`config.mk`:
```
export PLATFORM = sky130hd
export DESIGN_NAME = gpc_sum_accumulator
export DESIGN_NICKNAME = d
export VERILOG_FILES = /design/src/rtl/gpc_sum_accumulator.sv
export SDC_FILE = /design/constraint.sdc
export NUM_CORES = 1
export LEC_CHECK = 0
export ABC_AREA = 1
export CAP_MARGIN = 20
export CORE_ASPECT_RATIO = 1.1
export CORE_MARGIN = 8
export CORE_UTILIZATION = 59
export CTS_CLUSTER_SIZE = 30
export DETAILED_ROUTE_END_ITERATION = 8
export PLACE_DENSITY_LB_ADDON = 0.1
export RECOVER_POWER = 25
export SLEW_MARGIN = 0
export SYNTH_ARGS = -nofsm -noshare
export SYNTH_HDL_FRONTEND = slang
export SYNTH_SLANG_ARGS = --single-unit
```
`constraint.sdc`:
```
create_clock -name clk -period 5.04 [get_ports clk]
set_input_delay 0.756 -clock clk [delete_from_list [all_inputs] [get_ports clk]]
set_output_delay 0.756 -clock clk [all_outputs]
set_load 0.05 [all_outputs]
```
`src/rtl/gpc_sum_accumulator.sv`:
```
// ============================================================================
// gpc_sum_accumulator
// ----------------------------------------------------------------------------
// Frame-level accumulator that sits downstream of the gpc3031_5 compressor.
// Each input beat carries one 5-bit compressor result (0..31). Beats are summed
// into a frame total, and the number of beats in the frame is counted. When the
// last beat of a frame arrives, the registered total, beat count and overflow
// flag are presented on an output valid/ready handshake. They are held there
// until the downstream side accepts them.
//
// Neither the total nor the count ever wraps. A sum or count that exceeds its
// width clamps to all-ones. The overflow flag records that a clamp happened at
// some point in the frame.
//
// Parameters
//   ACC_W     accumulator / out_sum width in bits (>= 5)
//   CNT_W     beat counter / out_cnt width in bits (>= 1)
//
// Ports
//   clk        in   rising-edge clock for all state
//   rst_n      in   active-low reset; asserts asynchronously, releases
//                   synchronously to clk
//   in_valid   in   in_dst / in_last are valid
//   in_ready   out  block can accept a beat (ACC state and no flush)
//   in_dst     in   [4:0] compressor result, unsigned 0..31
//   in_last    in   beat is the final one of the current frame
//   flush      in   synchronous abort of the partial frame (ignored in HOLD)
//   out_valid  out  out_sum / out_cnt / out_ovf are valid
//   out_ready  in   downstream accepts the presented result
//   out_sum    out  [ACC_W-1:0] saturated frame total
//   out_cnt    out  [CNT_W-1:0] saturated beat count of the frame
//   out_ovf    out  total or count saturated somewhere in the frame
// ============================================================================
module gpc_sum_accumulator #(
    parameter int ACC_W = 16,
    parameter int CNT_W = 10
) (
    input  logic             clk,
    input  logic             rst_n,
    input  logic             in_valid,
    output logic             in_ready,
    input  logic [4:0]       in_dst,
    input  logic             in_last,
    input  logic             flush,
    output logic             out_valid,
    input  logic             out_ready,
    output logic [ACC_W-1:0] out_sum,
    output logic [CNT_W-1:0] out_cnt,
    output logic             out_ovf
);

    // ACC collects beats. HOLD presents a finished result and waits for it to
    // be taken.
    typedef enum logic {
        ST_ACC  = 1'b0,
        ST_HOLD = 1'b1
    } state_t;

    state_t             r_state;
    state_t             w_state_nxt;

    // Reset synchroniser: it asserts immediately with rst_n and releases two
    // clk edges later. This keeps the release of the main register bank
    // aligned to the clock.
    logic [1:0]         r_rst_sync;
    logic               w_rst_n;

    // Running frame state
    logic [ACC_W-1:0]   r_acc;
    logic [CNT_W-1:0]   r_cnt;
    logic               r_ovf;

    // Presented result
    logic               r_out_valid;
    logic [ACC_W-1:0]   r_out_sum;
    logic [CNT_W-1:0]   r_out_cnt;
    logic               r_out_ovf;

    // Next-state values from the combinational process
    logic [ACC_W-1:0]   w_acc_nxt;
    logic [CNT_W-1:0]   w_cnt_nxt;
    logic               w_ovf_nxt;
    logic               w_out_valid_nxt;
    logic [ACC_W-1:0]   w_out_sum_nxt;
    logic [CNT_W-1:0]   w_out_cnt_nxt;
    logic               w_out_ovf_nxt;

    // Handshake and arithmetic helpers
    logic               w_in_ready;
    logic               w_accept;
    logic [ACC_W:0]     w_sum_wide;
    logic               w_sum_sat;
    logic [ACC_W-1:0]   w_sum_clamped;
    logic               w_cnt_sat;
    logic [CNT_W-1:0]   w_cnt_clamped;

    // ------------------------------------------------------------------------
    // Reset release synchroniser
    // ------------------------------------------------------------------------
    always_ff @(posedge clk or negedge rst_n) begin
        if (!rst_n) begin
            r_rst_sync <= 2'b00;
        end else begin
            r_rst_sync <= {r_rst_sync[0], 1'b1};
        end
    end

    assign w_rst_n = r_rst_sync[1];

    // ------------------------------------------------------------------------
    // Input handshake
    // ------------------------------------------------------------------------
    // in_ready depends only on registered state and flush. It never depends
    // on out_ready. So after a HOLD ends, the next beat is taken one cycle
    // later, not in the same cycle.
    assign w_in_ready = (r_state == ST_ACC) && !flush;
    assign w_accept   = in_valid && w_in_ready;

    // ------------------------------------------------------------------------
    // Saturating arithmetic
    // ------------------------------------------------------------------------
    // The sum is formed one bit wider than the accumulator. A carry into the
    // top bit means the true sum would not fit, so the result clamps to
    // all-ones.
    assign w_sum_wide    = {1'b0, r_acc} + {{(ACC_W - 4){1'b0}}, in_dst};
    assign w_sum_sat     = w_sum_wide[ACC_W];
    assign w_sum_clamped = w_sum_sat ? {ACC_W{1'b1}} : w_sum_wide[ACC_W-1:0];

    // The counter stops at all-ones. Trying to step past that is the count
    // saturation event.
    assign w_cnt_sat     = (r_cnt == {CNT_W{1'b1}});
    assign w_cnt_clamped = w_cnt_sat ? r_cnt : r_cnt + {{(CNT_W - 1){1'b0}}, 1'b1};

    // ------------------------------------------------------------------------
    // Next-state and datapath decisions
    // ------------------------------------------------------------------------
    // By default every register holds its value. Only the cases below move
    // anything.
    always_comb begin
        w_state_nxt     = r_state;
        w_acc_nxt       = r_acc;
        w_cnt_nxt       = r_cnt;
        w_ovf_nxt       = r_ovf;
        w_out_valid_nxt = r_out_valid;
        w_out_sum_nxt   = r_out_sum;
        w_out_cnt_nxt   = r_out_cnt;
        w_out_ovf_nxt   = r_out_ovf;

        unique case (r_state)
            ST_ACC: begin
                if (flush) begin
                    // Drop the partial frame. Any beat offered this cycle is
                    // refused, because in_ready is low.
                    w_acc_nxt = '0;
                    w_cnt_nxt = '0;
                    w_ovf_nxt = 1'b0;
                end else if (w_accept) begin
                    if (in_last) begin
                        // Close the frame. Publish the result and start the
                        // next frame from zero.
                        w_out_sum_nxt   = w_sum_clamped;
                        w_out_cnt_nxt   = w_cnt_clamped;
                        w_out_ovf_nxt   = r_ovf || w_sum_sat || w_cnt_sat;
                        w_out_valid_nxt = 1'b1;
                        w_acc_nxt       = '0;
                        w_cnt_nxt       = '0;
                        w_ovf_nxt       = 1'b0;
                        w_state_nxt     = ST_HOLD;
                    end else begin
                        w_acc_nxt = w_sum_clamped;
                        w_cnt_nxt = w_cnt_clamped;
                        w_ovf_nxt = r_ovf || w_sum_sat || w_cnt_sat;
                    end
                end
            end

            ST_HOLD: begin
                // flush is ignored here, so the pending result survives.
                // The published values also stay in place after out_valid
                // drops.
                if (out_ready) begin
                    w_out_valid_nxt = 1'b0;
                    w_state_nxt     = ST_ACC;
                end
            end

            default: begin
                w_state_nxt = ST_ACC;
            end
        endcase
    end

    // ------------------------------------------------------------------------
    // State and datapath registers
    // ------------------------------------------------------------------------
    always_ff @(posedge clk or negedge w_rst_n) begin
        if (!w_rst_n) begin
            r_state     <= ST_ACC;
            r_acc       <= '0;
            r_cnt       <= '0;
            r_ovf       <= 1'b0;
            r_out_valid <= 1'b0;
            r_out_sum   <= '0;
            r_out_cnt   <= '0;
            r_out_ovf   <= 1'b0;
        end else begin
            r_state     <= w_state_nxt;
            r_acc       <= w_acc_nxt;
            r_cnt       <= w_cnt_nxt;
            r_ovf       <= w_ovf_nxt;
            r_out_valid <= w_out_valid_nxt;
            r_out_sum   <= w_out_sum_nxt;
            r_out_cnt   <= w_out_cnt_nxt;
            r_out_ovf   <= w_out_ovf_nxt;
        end
    end

    assign in_ready  = w_in_ready;
    assign out_valid = r_out_valid;
    assign out_sum   = r_out_sum;
    assign out_cnt   = r_out_cnt;
    assign out_ovf   = r_out_ovf;

endmodule

```
# [Yosys cells after proc, flatten, opt, wreduce, memory -nomap -nowiden]
# Cells that the tools add are included.
[totals] ff_bits=58 in_bits=11 out_inout_bits=29 elab_cells=48
[classes] addsub=2 eq_ne=5 n_mux=21 bitwise=2 n_reduce_logical=9
[ops] cell="$mux 16" n=4
[ops] cell="$mux 10" n=4
[ops] cell="$add 16x5->17" n=1
[ops] cell="$mux 1" n=11
[ops] cell="$add 10x1->10 const B" n=1
[ops] cell="$eq 10x10->1 const B" n=1
[ops] cell="$ne 2x2->1 const B" n=4
[ops] cell="$reduce_and 4->1" n=2
[ops] cell="$pmux 1 s2" n=2
[ops] cell="$logic_and 1x1->1" n=2
[ops] cell="$logic_or 1x1->1" n=2
[ops] cell="$not 1->1" n=2
[ops] cell="$reduce_and 2->1" n=1
[ops] cell="$reduce_bool 2->1" n=1
[ops] cell="$logic_not 1->1" n=1

# [Depth between registers and ports, before layout]
# Gate-level depths: netlist (run 1).
[logic_depth] ltp_word=6 mapped_depth=13 ltp_nobuf=12

# [Worst setup path before layout (run 1)]
# No wires, ideal clock.
[synth_timing] kind="input to register" startpoint="in flush" endpoint="reg r_out_sum[10] (netlist: out_sum[10])" setup_ps=118 arrival_time_ps=2212 t_required_ps=4922 slack_ps=2710 cell_stages=7 path_buffers=1 path_cell_list="nor2_1 nand2_1 nor2_1 inv_2 clkbuf_1 nand2_1 nand2_1"
[synth_via] elab_chain_cells=4 elab_cells_between_ends=5 classes_between="1 x bitwise; 4 x reduce/logical"
[synth_lines] item="start, declared" line_no="44" source="input logic flush,"
[synth_lines] item="$logic_not 1->1" line_no="116" source="assign w_in_ready = (r_state == ST_ACC) && !flush;"
[synth_lines] item="$logic_and 1x1->1" line_no="116"
[synth_lines] item="$logic_and 1x1->1" line_no="117" source="assign w_accept = in_valid && w_in_ready;"
[synth_lines] item="$reduce_and 4->1 (no line) (*)"
[synth_lines] item="end signal, assigned" line_no="212" source="r_out_sum <= w_out_sum_nxt;"
[synth_lines] item="end, declared" line_no="75" source="logic [ACC_W-1:0] r_out_sum;"
# Mark *: on every way between the ends. The rest lies on a longest branch, timed or not.
# A chain may end at the register's enable or synchronous reset.

==> results of run 1 <==
-- path summary, 6_finish.rpt --
kind	from	end	slack (ns)
setup / recovery	r_rst_sync[1]	out_cnt[9]	2.11
hold / removal	r_rst_sync[0]	r_rst_sync[1]	0.36
setup reg to reg	r_rst_sync[1]	out_cnt[9]	2.11
hold reg to reg	r_rst_sync[0]	r_rst_sync[1]	0.36
max in group clk	flush	in_ready	2.11
min in group asynchronous	rst_n	r_rst_sync[0]	0.65
-- flip-flops by register name, summed over array words and instances, names as in the netlist --
signal / count
r_state: 1
out_valid: 1
r_acc: 16
out_cnt: 10
r_cnt: 10
r_ovf: 1
out_ovf: 1
r_rst_sync: 2
out_sum: 16
-- routing by layer --
layer | up-vias | wire, um | GRT usage
met2 | 75 | 3521 | 0.3320
met5 | - | 0 | 0
met4 | 0 | 151 | 0.08024
met1 | 1255 | 3007 | 0.2290
li1 | 1369 | - | -
met3 | 16 | 398 | 0.05225
-- power groups by stage --
stage,Sequential (W),Clock [W],Combinational [W]
after floorplan,0.000573,0,0.0000596
after global placement,0.000508,0,0.000187
after detailed placement,0.000509,0,0.000190
after CTS,0.000501,0.000378,0.000191
after global routing,0.000504,0.000396,0.000202
final,0.000501,0.000371,0.000188
-- per-stage QoR --
| step | utilization | area, um^2 |
|---|---|---|
| 6_report | 0.7292 | 3646 |
| 5_1_grt | 0.7292 | 3646 |
| 4_1_cts | 0.7300 | 3650 |
| 3_5_place_dp | 0.6972 | 3486 |
| 3_3_place_gp | 0.6942 | 3471 |
| 2_1_floorplan | - | 3043 |
-- cell type report --
class,count,area (um^2)
Sequential cell,58,1453
Multi-Input combinational cell,314,1424
Clock inverter,3,15.01
Timing Repair Buffer,42,416.7
Inverter,31,116.4
Tap cell,58,72.57
Fill cell,409,1354
Clock buffer,13,148.9
-- logic make-up after synthesis --
kind of cell             count (synthesis)  synth area share
buffers and inverters                   42           0.05715
XOR/XNOR                                 7           0.02015
AO/OA/AOI/OAI                           12           0.02097
flip-flops                              58            0.4770
adder cells (fa/ha/maj)                  7           0.03125
other                                    1          0.001232
AND/OR/NAND/NOR                        287            0.3923
-- placed cells by master (no fill, tap or decap), drive strengths merged, types with 5 or more instances in the layout --
cell / netlist / routed
xor2: 6 / 6
nand2: 210 / 210
nand3b: 5 / 5
o21ai: 10 / 10
clkbuf: 4 / 14
nor2: 21 / 21
inv: 31 / 31
ha: 6 / 6
clkdlybuf4s50: 0 / 38
dfrtp: 58 / 58
nand3: 42 / 42
==> impl_metrics.ini, run 1 <==
[status]
status = finished, violations left
violations = max-capacitance violations, max-slew violations

[power]
power.internal_w = 0.0007367
pwr-share-clk = 0.350
ir_drop_uv = 175.9
p_leak_nw = 1.952
combPwrFrac = 0.177
power.total_w = 0.001060
p_seq_frac = 0.473
p_per_area_nw_per_um2 = 290.8
power_switching_w = 0.0003236
swShare = 0.3052

[clock_tree]
clk_path_buf_depth = 2
post_cts_buffers = 0
cts_sinks = 58
root_buffer = clkbuf_8
htreeDepth = 3
cts_buffers = 9
cts_tree = built
holdBufCountCts = 0
clk_pin_slew_ns = 0.06
ctsResizeCount = 0
insertion_delay_ns = 0.34

[global_routing]
grt_pass1_wl_um = 12290
grt_max_degree = 57
overflow = 0
antenna_found_initial = 0
grt_usage = 0.1958
grt_pass1_vias = 2691

[timing]
finalCriticalPeriod_ns = 2.931
rsz0062_at_grt = no
post-route-worst-setup-slack_ns = 2.109
max_freq_ghz = 0.3412
finalCritPeriodShare = 0.5815
setup_viol = 0
fin_skew_ns = 0.008625
maxSlewHeadroom = -0.9322
hold_violations = 0
fin_hold_ws_ns = 0.3599
setup-tns-final_ns = 0
slew_viol_final = 57
tightest_slew_ns = 2.898

[floorplanning]
rows = 27
initial_core_util = 0.6086
core_region_area_um2 = 5000
die_h_um = 91.32
die_w_um = 84.48
ios = 40
die-area_um2 = 7714

[place]
numPortBuffers = 39
hpwlAfterDp_um = 4840
dp_cells = 503
dp_slack_ns = 2.082
gp_congestion = 0.8922

[critical_path]
slowest_delay_ns = 2.04
crit_buf_inv = 1
rr_worst_depth = 1
cp.required_ns = 4.84
critPathLaunchType = flip-flop
critPathTopFamily = buffers and inverters
worst-path-stages = 1
critPathSlowestCell = clkbuf_1
arrival_ns = 2.73
cp_max_fo = 56
crit_path_cell_trace = clkbuf_1
end_kind = async pin
path_class = flip-flop to async pin

[yosys]
synth_top_area_frac = 0.4770
syn_nets = 432
yosys.area.top_type = dfrtp_1
synth_edf_count = 0
ys_seq_area_frac = 0.4770
synth_commonest_cells = nand2_1, dfrtp_1, nand3_1, inv_1, nor2_1
synth.distinct_cells = 29
synth_area_leaders = dfrtp_1, nand2_1, nand3_1
synthCells = 414
yosys_warnings = 0
syn_area_per_cell_um2 = 7.350
ys.flop_type = dfrtp_1
yosys_register_bits = 58
synthesis.area_um2 = 3043
synthArstFlopShare = 1.000
synth.most_common_cell = nand2_1

[job]
drv_cap = 1

[cells_and_area]
drive_above_1_share = 0.05640
fin_cells = 519
fin_nets = 474
syn_to_final_growth_pct = 19.82
n_antenna_cell = 0

[drt]
drt-wirelength-per-cell_um = 13.64
wl_um = 7079
ant_nets = 0
firstDrtPassIters = 4
drtIter0Drc = 139
drc_errors = 0
routed_via_density = 5.231
vias = 2715

[hold_path]
min_path_type = flip-flop to flip-flop
hold_depth = 0
(Power assumes the default switching activity.)
==> run 2, diff against run 1 <==
CORE_UTILIZATION = 55   (was 59)
clock period = 2.7 ns   (was 5.04 ns; I/O delays follow)
==> run 2 against run 1 <==
Against the previous run:
- the run now ends clean
- non-clock buffer count increased by 2
- sequential cell count unchanged
- combinational power increased by 83%
- power increased by 82%
- routed wire length decreased by 2.1%
- clock power increased by 75%
- first-iteration DRC count increased by 6.5%
- clock-buffer cell count decreased by 2
- cell area increased by 0.27%
- global-route usage decreased by 0.29 points
- critical path type is now primary input to flip-flop
- critical endpoint is now out_sum[2]
- highest routed layer unchanged
==> impl_metrics.ini, run 2 (same netlist as run 1, synthesis figures left out) <==
[drt]
wl_met2_um = 3552
drc_errors = 0
highest_layer = met4
met3_length_um = 231
drtIter0Drc = 148
wl_um = 6930
ant_nets = 0
firstDrtPassIters = 4
drt-met1-wl_um = 3042
drt-wirelength-per-cell_um = 12.91
vias = 2705
routed_via_density = 5.037

[floorplanning]
die-area_um2 = 8171
ios = 40
core_region_area_um2 = 5360
rows = 28
die_w_um = 86.92
die_h_um = 94.01
initial_core_util = 0.5677

[critical_path]
arrival_ns = 2.49
path_class = primary input to flip-flop
cp.required_ns = 2.93
crit_path_cell_trace = clkdlybuf4s50_1, ha_1, fa_1, nand2_1, nand2_1, nand2_1, inv_1, nand2_1, nand2_1, nand2_2, o21ai_0, nand2_1, nand2_1
crit_top_cell = nand2_1
critPathTopFamily = simple AND/OR/NAND/NOR gates
critPathSlowestCell = clkdlybuf4s50_1
end_kind = flip-flop
critPathLaunchType = primary input
slowest_delay_ns = 0.40
cp_max_fo = 13
crit_buf_inv = 2

[place]
placed_cell_area_um2 = 3511
gp_congestion = 0.8946
numPortBuffers = 39
hpwlAfterDp_um = 4841

[cells_and_area]
mostFrequentLayoutCells = nand2_1, dfrtp_1, nand3_1
layout_commonest_cell = nand2_1
fill_cells = 461
drive_above_1_share = 0.05628
n_antenna_cell = 0
fin_area_um2 = 3656
syn_to_final_growth_pct = 20.15
fin_nets = 476

[global_routing]
grt_pass1_wl_um = 12540
antenna_found_initial = 0
grt_pass1_vias = 2831
grt_max_degree = 41
grt_usage = 0.1929
overflow = 0

[job]
drv_cap = 0

[timing]
max_freq_ghz = 0.4421
finalCriticalPeriod_ns = 2.262
rsz0062_at_grt = no
tightest_slew_ns = 0.9330
slew_viol_final = 0
finalCritPeriodShare = 0.8378
hold_violations = 0
maxSlewHeadroom = 0.3780
setup-tns-final_ns = 0
fin_skew_ns = 0.008729
setup_viol = 0

[clock_tree]
cts_sinks = 58
clk_path_buf_depth = 2
cts_buffers = 9
root_buffer = clkbuf_8
post_cts_buffers = 0
holdBufCountCts = 0
ctsResizeCount = 0
insertion_delay_ns = 0.33
htreeDepth = 3
clk_pin_slew_ns = 0.07
cts_tree = built

[power]
p_leak_nw = 1.959
ir_drop_uv = 306.1
p_per_area_nw_per_um2 = 529.1

[status]
status = finished clean

[hold_path]
min_path_type = flip-flop to async pin
-- run 2: final cells by class --
| cell class | count | area, um^2 | share of cell area |
|---|---|---|---|
| flip-flops and latches | 58 | 1451 | 0.3970 |
| multi-input cells | 314 | 1418 | 0.3877 |
| repair buffers | 44 | 425.4 | 0.1164 |
| clock buffers | 11 | 131.4 | 0.03593 |
| inverters | 31 | 116.4 | 0.03183 |
| well taps | 75 | 93.84 | 0.02567 |
| clock inverters | 4 | 20.02 | 0.005476 |
-- run 2: final timing paths --
kind	startpoint	slack, ns	end	depth (start not counted)
hold reg to reg	r_rst_sync[1]	0.28	out_cnt[6]	0
max in group asynchronous	r_rst_sync[1]	1.07	r_acc[7]	1
setup reg to reg	r_acc[0]	0.54	out_sum[2]	12
min in group clk	r_rst_sync[0]	0.36	r_rst_sync[1]	0
hold / removal	r_rst_sync[1]	0.28	out_cnt[6]	0
setup / recovery	in_dst[0]	0.44	out_sum[2]	13
-- run 2: metrics by stage --
stage | hold WS [ns] | utilization | worst slack [ns] | std cells | power (W)
2_1_floorplan | 0.1094 | - | 0.7211 | 414 | 0.001180
3_3_place_gp | 0.1911 | 0.6550 | 0.1666 | 522 | 0.001301
3_5_place_dp | 0.1917 | 0.6550 | 0.08226 | 522 | 0.001304
4_1_cts | 0.1920 | 0.6832 | 0.4467 | 537 | 0.001955
5_1_grt | 0.2878 | 0.6821 | 0.2364 | 537 | 0.002027
6_report | 0.2778 | 0.6821 | 0.4378 | 537 | 0.001934
-- run 2: routing by layer --
layer | track usage | vias up
met5 | 0 | -
li1 | - | 1372
met2 | 0.3331 | 39
met4 | 0.08046 | 0
met1 | 0.2226 | 1285
met3 | 0.04637 | 9
-- run 2: power breakdown --
group	switching, W	leakage [nW]	total [W]	internal, W
logic	0.000232	1.09	0.000344	0.000112
registers	0.0000296	0.790	0.000940	0.000910
clock network	0.000329	0.0827	0.000650	0.000322
